File: src/rtl/prcoder_pkg.sv
// Shared types for the priority encoder/decoder pair.
// Provides default widths, decoder FSM states and the code type.
package prcoder_pkg;

    localparam int W_DEF  = 8;
    localparam int CW_DEF = $clog2(W_DEF);

    typedef enum logic {
        ACCUM,
        HOLD
    } prdec_state_t;

    typedef logic [CW_DEF-1:0] prcode_t;

endpackage

File: src/rtl/onehot_dec.sv
// Combinational binary-to-one-hot decoder with enable.
// Ports: code (bit index), en (gate), onehot (W-bit, zero when en=0).
module onehot_dec #(
    parameter int W  = 8,
    localparam int CW = $clog2(W)
) (
    input  logic [CW-1:0] code,
    input  logic          en,
    output logic [W-1:0]  onehot
);

    always_comb begin
        onehot = '0;
        if (en) begin
            onehot[code] = 1'b1;
        end
    end

endmodule

File: src/rtl/prdecoder_acc.sv
// Accumulating priority decoder: rebuilds a request vector from a
// stream of descending priority codes and flags ordering violations.
// Ports: clk, rst (sync, active-high); input beat stream
// in_valid/in_ready/in_code/in_none/in_last; output vector
// out_valid/out_ready/out_vec/out_err.
module prdecoder_acc
    import prcoder_pkg::*;
#(
    parameter int W  = W_DEF,
    localparam int CW = $clog2(W)
) (
    input  logic          clk,
    input  logic          rst,
    input  logic          in_valid,
    output logic          in_ready,
    input  logic [CW-1:0] in_code,
    input  logic          in_none,
    input  logic          in_last,
    output logic          out_valid,
    input  logic          out_ready,
    output logic [W-1:0]  out_vec,
    output logic          out_err
);

    prdec_state_t  state, state_d;
    logic [W-1:0]  acc, acc_d;
    logic          err_acc, err_d;
    logic [CW-1:0] prev_code, prev_d;
    logic          first, first_d;
    logic [W-1:0]  vec_d;
    logic          oerr_d;
    logic [W-1:0]  dec;
    logic          beat_err;

    onehot_dec #(.W(W)) u_dec (
        .code   (in_code),
        .en     (in_valid & ~in_none),
        .onehot (dec)
    );

    // Handshake flags come straight from the registered state, so there
    // is no combinational path from out_ready to in_ready.
    assign in_ready  = (state == ACCUM);
    assign out_valid = (state == HOLD);

    always_comb begin
        state_d  = state;
        acc_d    = acc;
        err_d    = err_acc;
        prev_d   = prev_code;
        first_d  = first;
        vec_d    = out_vec;
        oerr_d   = out_err;
        beat_err = 1'b0;
        unique case (state)
            ACCUM: begin
                if (in_valid) begin
                    // An empty-vector beat must stand alone; a real code
                    // must be strictly below the previous real code.
                    if (in_none) begin
                        beat_err = !first || !in_last;
                    end else begin
                        beat_err = !first && (in_code >= prev_code);
                        prev_d   = in_code;
                        first_d  = 1'b0;
                    end
                    acc_d = acc | dec;
                    err_d = err_acc | beat_err;
                    if (in_last) begin
                        state_d = HOLD;
                        vec_d   = acc_d;
                        oerr_d  = err_d;
                    end
                end
            end
            HOLD: begin
                if (out_ready) begin
                    state_d = ACCUM;
                    acc_d   = '0;
                    err_d   = 1'b0;
                    first_d = 1'b1;
                    prev_d  = '1;
                end
            end
            default: ;
        endcase
    end

    always_ff @(posedge clk) begin
        if (rst) begin
            state     <= ACCUM;
            acc       <= '0;
            err_acc   <= 1'b0;
            prev_code <= '1;
            first     <= 1'b1;
            out_vec   <= '0;
            out_err   <= 1'b0;
        end else begin
            state     <= state_d;
            acc       <= acc_d;
            err_acc   <= err_d;
            prev_code <= prev_d;
            first     <= first_d;
            out_vec   <= vec_d;
            out_err   <= oerr_d;
        end
    end

endmodule

File: config.mk
export PLATFORM = sky130hd
export DESIGN_NAME = prdecoder_acc
export DESIGN_NICKNAME = d
export VERILOG_FILES = /design/src/rtl/prcoder_pkg.sv /design/src/rtl/onehot_dec.sv /design/src/rtl/prdecoder_acc.sv
export SDC_FILE = /design/constraint.sdc
export NUM_CORES = 1
export LEC_CHECK = 0
export ABC_AREA = 1
export BUFFER_PORTS_ARGS = -buffer_cell sky130_fd_sc_hd__buf_2
export CAP_MARGIN = 20
export CORE_ASPECT_RATIO = 0.8
export CORE_UTILIZATION = 40
export CTS_CLUSTER_SIZE = 16
export DETAILED_ROUTE_END_ITERATION = 10
export PLACE_DENSITY = 0.73
export SLEW_MARGIN = 20
export SYNTH_ARGS = -nofsm -noshare
export SYNTH_HDL_FRONTEND = slang
export SYNTH_SLANG_ARGS = --single-unit
File: constraint.sdc
create_clock -name clk -period 1.35 [get_ports clk]
set_clock_uncertainty 0.05 [all_clocks]
set_input_delay 0.27 -clock clk [delete_from_list [all_inputs] [get_ports clk]]
set_output_delay 0.27 -clock clk [all_outputs]
set_load 0.02 [all_outputs]
Yosys cells after proc, flatten, opt, wreduce, memory -nomap -nowiden. Cells that the tools add are included.

Input port bits: 9. Bits in registers: 23. Output and inout port bits: 11. Logic and storage cells: 50.

Mux-type cells: 24. Order comparisons: 3. Reduce and logical (&&, ||, !) cells: 8. Bitwise operators: 5. Equality and inequality tests: 3.

Operators with widths (number): two-way mux 8 bit (3); case mux 8 bit (2 select lines) (1); two-way mux 1 bit (12); two-way mux 3 bit (3); bitwise OR 8 bit (1); inequality test 2 bit, second input constant (3); case mux 1 bit (2 select lines) (3); case mux 3 bit (2 select lines) (1); AND reduction 3 bit (2); less-than comparator 3 x 4 -> 1 bit, second input constant (1); demux 1 bit (select 3 bit) (1); greater-or-equal comparator 3 x 1 -> 1 bit, second input constant (1); greater-or-equal comparator 3 bit (1); logical AND 1 bit (2); zero test 1 bit (2); inverter 1 bit (2); AND reduction 2 bit (1); bitwise AND 1 bit (1); logical OR 1 bit (1); bitwise OR 1 bit (1).

Depth between registers and ports, before layout.
Depth in word-level cells: 8. Depth in mapped cells: 10. Mapped depth without buffers: 10.

Hierarchy. A second synthesis with hierarchy kept.

Cell total of the unflattened synthesis: 134. Area total of the unflattened synthesis: 1046.0 µm².

Modules (own cells, without submodules): prdecoder_acc (cells an instance 117, sequential area each 460.4 µm², area an instance 982.2 µm², times used 1); onehot_dec (cells an instance 17, sequential area each 0.0 µm², area an instance 63.8 µm², times used 1).

Worst setup path after synthesis. Ideal clock, no wire load.

Path kind: register -> register. Start: register prev_code[2]. End: register out_err. Period minus slack after synthesis: 1158 ps. Library setup time: 109 ps. Required time: 1191 ps. Cell stages (with the launch flop): 11. Buffers on the path: 0. Arrival: 999 ps. Path slack: 192 ps. Cell sequence: dfxtp_1 -> inv_1 -> ha_1 -> nand2_1 -> nand2_1 -> inv_1 -> nand2_1 -> nand2_1 -> nand3_2 -> nand2_1 -> inv_1.

Word-level cells in the longest chain between the ends: 6.

RTL lines: start, declared (RTL line prdecoder_acc.sv:28) `logic [CW-1:0] prev_code, prev_d;`; start signal, assigned (RTL line prdecoder_acc.sv:102) `prev_code <= prev_d;`; greater-or-equal comparator 3 bit (RTL line prdecoder_acc.sv:63) `beat_err = !first && (in_code >= prev_code);`; logical AND 1 bit (RTL line prdecoder_acc.sv:63); two-way mux 1 bit (RTL line prdecoder_acc.sv:60) `if (in_none) begin`; two-way mux 1 bit (RTL line prdecoder_acc.sv:57) `if (in_valid) begin`; two-way mux 1 bit (RTL line prdecoder_acc.sv:55) `unique case (state)`; bitwise OR 1 bit (RTL line prdecoder_acc.sv:68) `err_d = err_acc | beat_err;`; end signal, assigned (RTL line prdecoder_acc.sv:105) `out_err <= oerr_d;`; end, declared (RTL line prdecoder_acc.sv:22) `output logic out_err`.

Every way passes these cells. The select of a mux whose other input is x is not followed. A chain may end at the register's enable or synchronous reset.

Worst setup path in the final report.
Start: register state, in the netlist out_valid. End: output port in_ready.

Word-level cells in the longest chain between the ends: 1.

RTL lines: start, declared (RTL line prdecoder_acc.sv:25) `prdec_state_t state, state_d;`; start signal, assigned (RTL line prdecoder_acc.sv:99) `state <= state_d;`; inverter 1 bit (no line); end, declared (RTL line prdecoder_acc.sv:15) `output logic in_ready,`.

Every way passes these cells.

==> reports/metrics.cfg <==
[run_status]
outcome=finished clean

[synthesis]
async_flop_share=0
ys_warn_count=0
synthDistinctLibCells=18
synth_cells=152
ys_ff_latch=23
syn-num-nets=164
synth_area_leaders=dfxtp_1, nand2_1, nor2_1
postSynthAreaPerCell_um2=7.05
synth_flop_cell=dfxtp_1
yosysTopAreaCellShare=0.430
syn-cell-area_um2=1070
synth_edf_count=0
seq_area_frac_synth=0.430
synth_top_cell_by_area=dfxtp_1

[cts]
cts_made_buffers=3
cts-root-buf=clkbuf_4
cts_num_sinks=23
cts_tree=yes
clk_pin_slew_ns=0.12
holdBufCountCts=0
cts_max_level=1
clk_latency_ns=0.31
clk_path_buf_depth=2

[pwr]
p_switching_w=0.000373
ir_drop_uv=704
clock_power_share=0.245
switching_share=0.289
powerDensity_nw_per_um2=1050
seqPwrFrac=0.566
p_leak_nw=0.672
totalPowerFinal_w=0.00129
p_int_w=0.000916
p_comb_frac=0.189

[routing]
top_layer_used=met4
vias_per_cell=4.59
dr_total_vias=960
drt-total-wl_mm=2.15
drtIter0Drc=25
ant_nets=0
first_pass_iters=4
drc=0
routed-wl-met2_um=994
wl_met1_mm=1.04
wl_per_cell_um=10.3
routed-wl-met3_um=94

[layout]
multi_input_area_um2=485
layout_common_cells=nand2_1, nor2_1, inv_1
drive_gt1_frac=0.220
final_nets=186
nFillCells=282
seq_area_um2=464
final_common_cell=nand2_1
final_area_um2=1230
antenna_cells=0
syn2layout_area_growth_pct=14.7

[floorplan]
io_pins=20
core_um2=2480
fp.dieW_um=59.9
die_h_um=48.3
placementRows=16
start_util=0.431
dieArea_um2=2890

[place]
io_buffers=19
place_congestion=0.760
place_area_um2=1180
dp_hpwl_mm=1.61

[sta]
finalHoldViolCount=0
timing.final.crit_share=0.919
rsz0062_at_grt=false
relSlewSlack=0.720
timing.hold.ws_ns=0.202
worst-slew-pin-transition_ns=0.418
max_freq_mhz=806
finalSetupViolCount=0
post-route-min-period_ns=1.24
tns_ns=0
slew_viol_final=0

[worst_setup_path]
path_buf_inv=2
crit_path_end_kind=output port
worstPathArrival_ns=0.92
reg2reg_slack_ns=0.16
endpoint=in_ready
crit_fanout=5
r2r_start=prev_code[1]
cpMaxStageDelayCell=dfxtp_2
critPathTopFamily=flip-flops
worstPathRequired_ns=1.03
worstSetupPathType=reg2out
critPathLaunch=out_valid
cp.depth=2
slowest_delay_ns=0.40
path_cells=inv_1 -> buf_2
regToRegEndpoint=out_err
reg2regPathDepth=10
startpoint_type=register

[global_route]
grt_pass1_vias=783
groute.usage.overall=0.162
grt_pass1_wl_mm=3.32
grt_overflow=0
antenna_found_initial=0
grt_max_degree=20

[min_path]
hold_depth=4
hp-class=in2reg

[run]
maxCapViolations=0

-- worst min path at each step --
stage | slack (ns) | from | to
after floorplan | 0.36 | first | first
after global placement | 0.37 | first | first
after detailed placement | 0.39 | first | first
after CTS | 0.19 | out_ready | out_valid
after global routing | 0.21 | out_ready | out_valid
final | 0.20 | out_ready | out_valid
-- layout make-up --
cell class	instances	share of cell area
Sequential cell	23	0.378
Timing Repair Buffer	21	0.0896
Inverter	26	0.0794
Clock buffer	4	0.0214
Tap cell	36	0.0367
Multi-Input combinational cell	99	0.395
-- power groups by stage --
stage	Combinational (W)	Sequential [W]	Clock, W
global placement	0.000227	0.000742	0
CTS	0.000237	0.000729	0.000332
global route	0.000278	0.000734	0.000359
detailed placement	0.000235	0.000744	0
floorplan	0.000150	0.000766	0
finish	0.000243	0.000729	0.000316
-- timing repair --
action	CTS	global route
gates resized for setup	0	5
buffers inserted	0	0
endpoints found under the setup margin	0	2
-- Yosys cell counts, types with 2 or more instances --
library cell,number
nor2_1,31
nor2_2,2
buf_6,2
o21ai_0,9
inv_2,2
nand2_1,35
dfxtp_1,23
o211ai_1,3
inv_1,24
nor2_4,2
a21oi_1,10
ha_1,3
-- flip-flops by register name (all words and copies together), names as in the netlist --
register and flops:
prev_code 3, acc 8, out_err 1, out_valid 1, err_acc 1, first 1, out_vec 8
-- cells by family after synthesis --
kind of cell | count (synthesis) | synth area share
buffers and inverters | 30 | 0.131
adders and majority gates | 3 | 0.0351
AOI/OAI and AO/OA | 23 | 0.114
and+or+nand+nor | 73 | 0.290
DFF | 23 | 0.430
-- through the flow --
stage               instances  setup WS [ns]  utilization
finish                    209          0.109        0.495
global route              209         0.0164        0.495
CTS                       209         0.0221        0.487
detailed placement        205         0.0128        0.477
global placement          205         0.0448        0.477
floorplan                 152          0.192            -
-- layer usage --
metal / track usage / vias to the layer above
li1: - / 500
met2: 0.282 / 23
met3: 0.0557 / 4
met5: 0 / -
met1: 0.197 / 433
met4: 0.0419 / 0
-- tightest hold or removal path, cell delays in order --
cell and delay [ns]:
buf_2 0.09, nor2_1 0.04, nor2_1 0.10, nor2_1 0.05
Note: power is estimated with default switching activity, not from simulation.
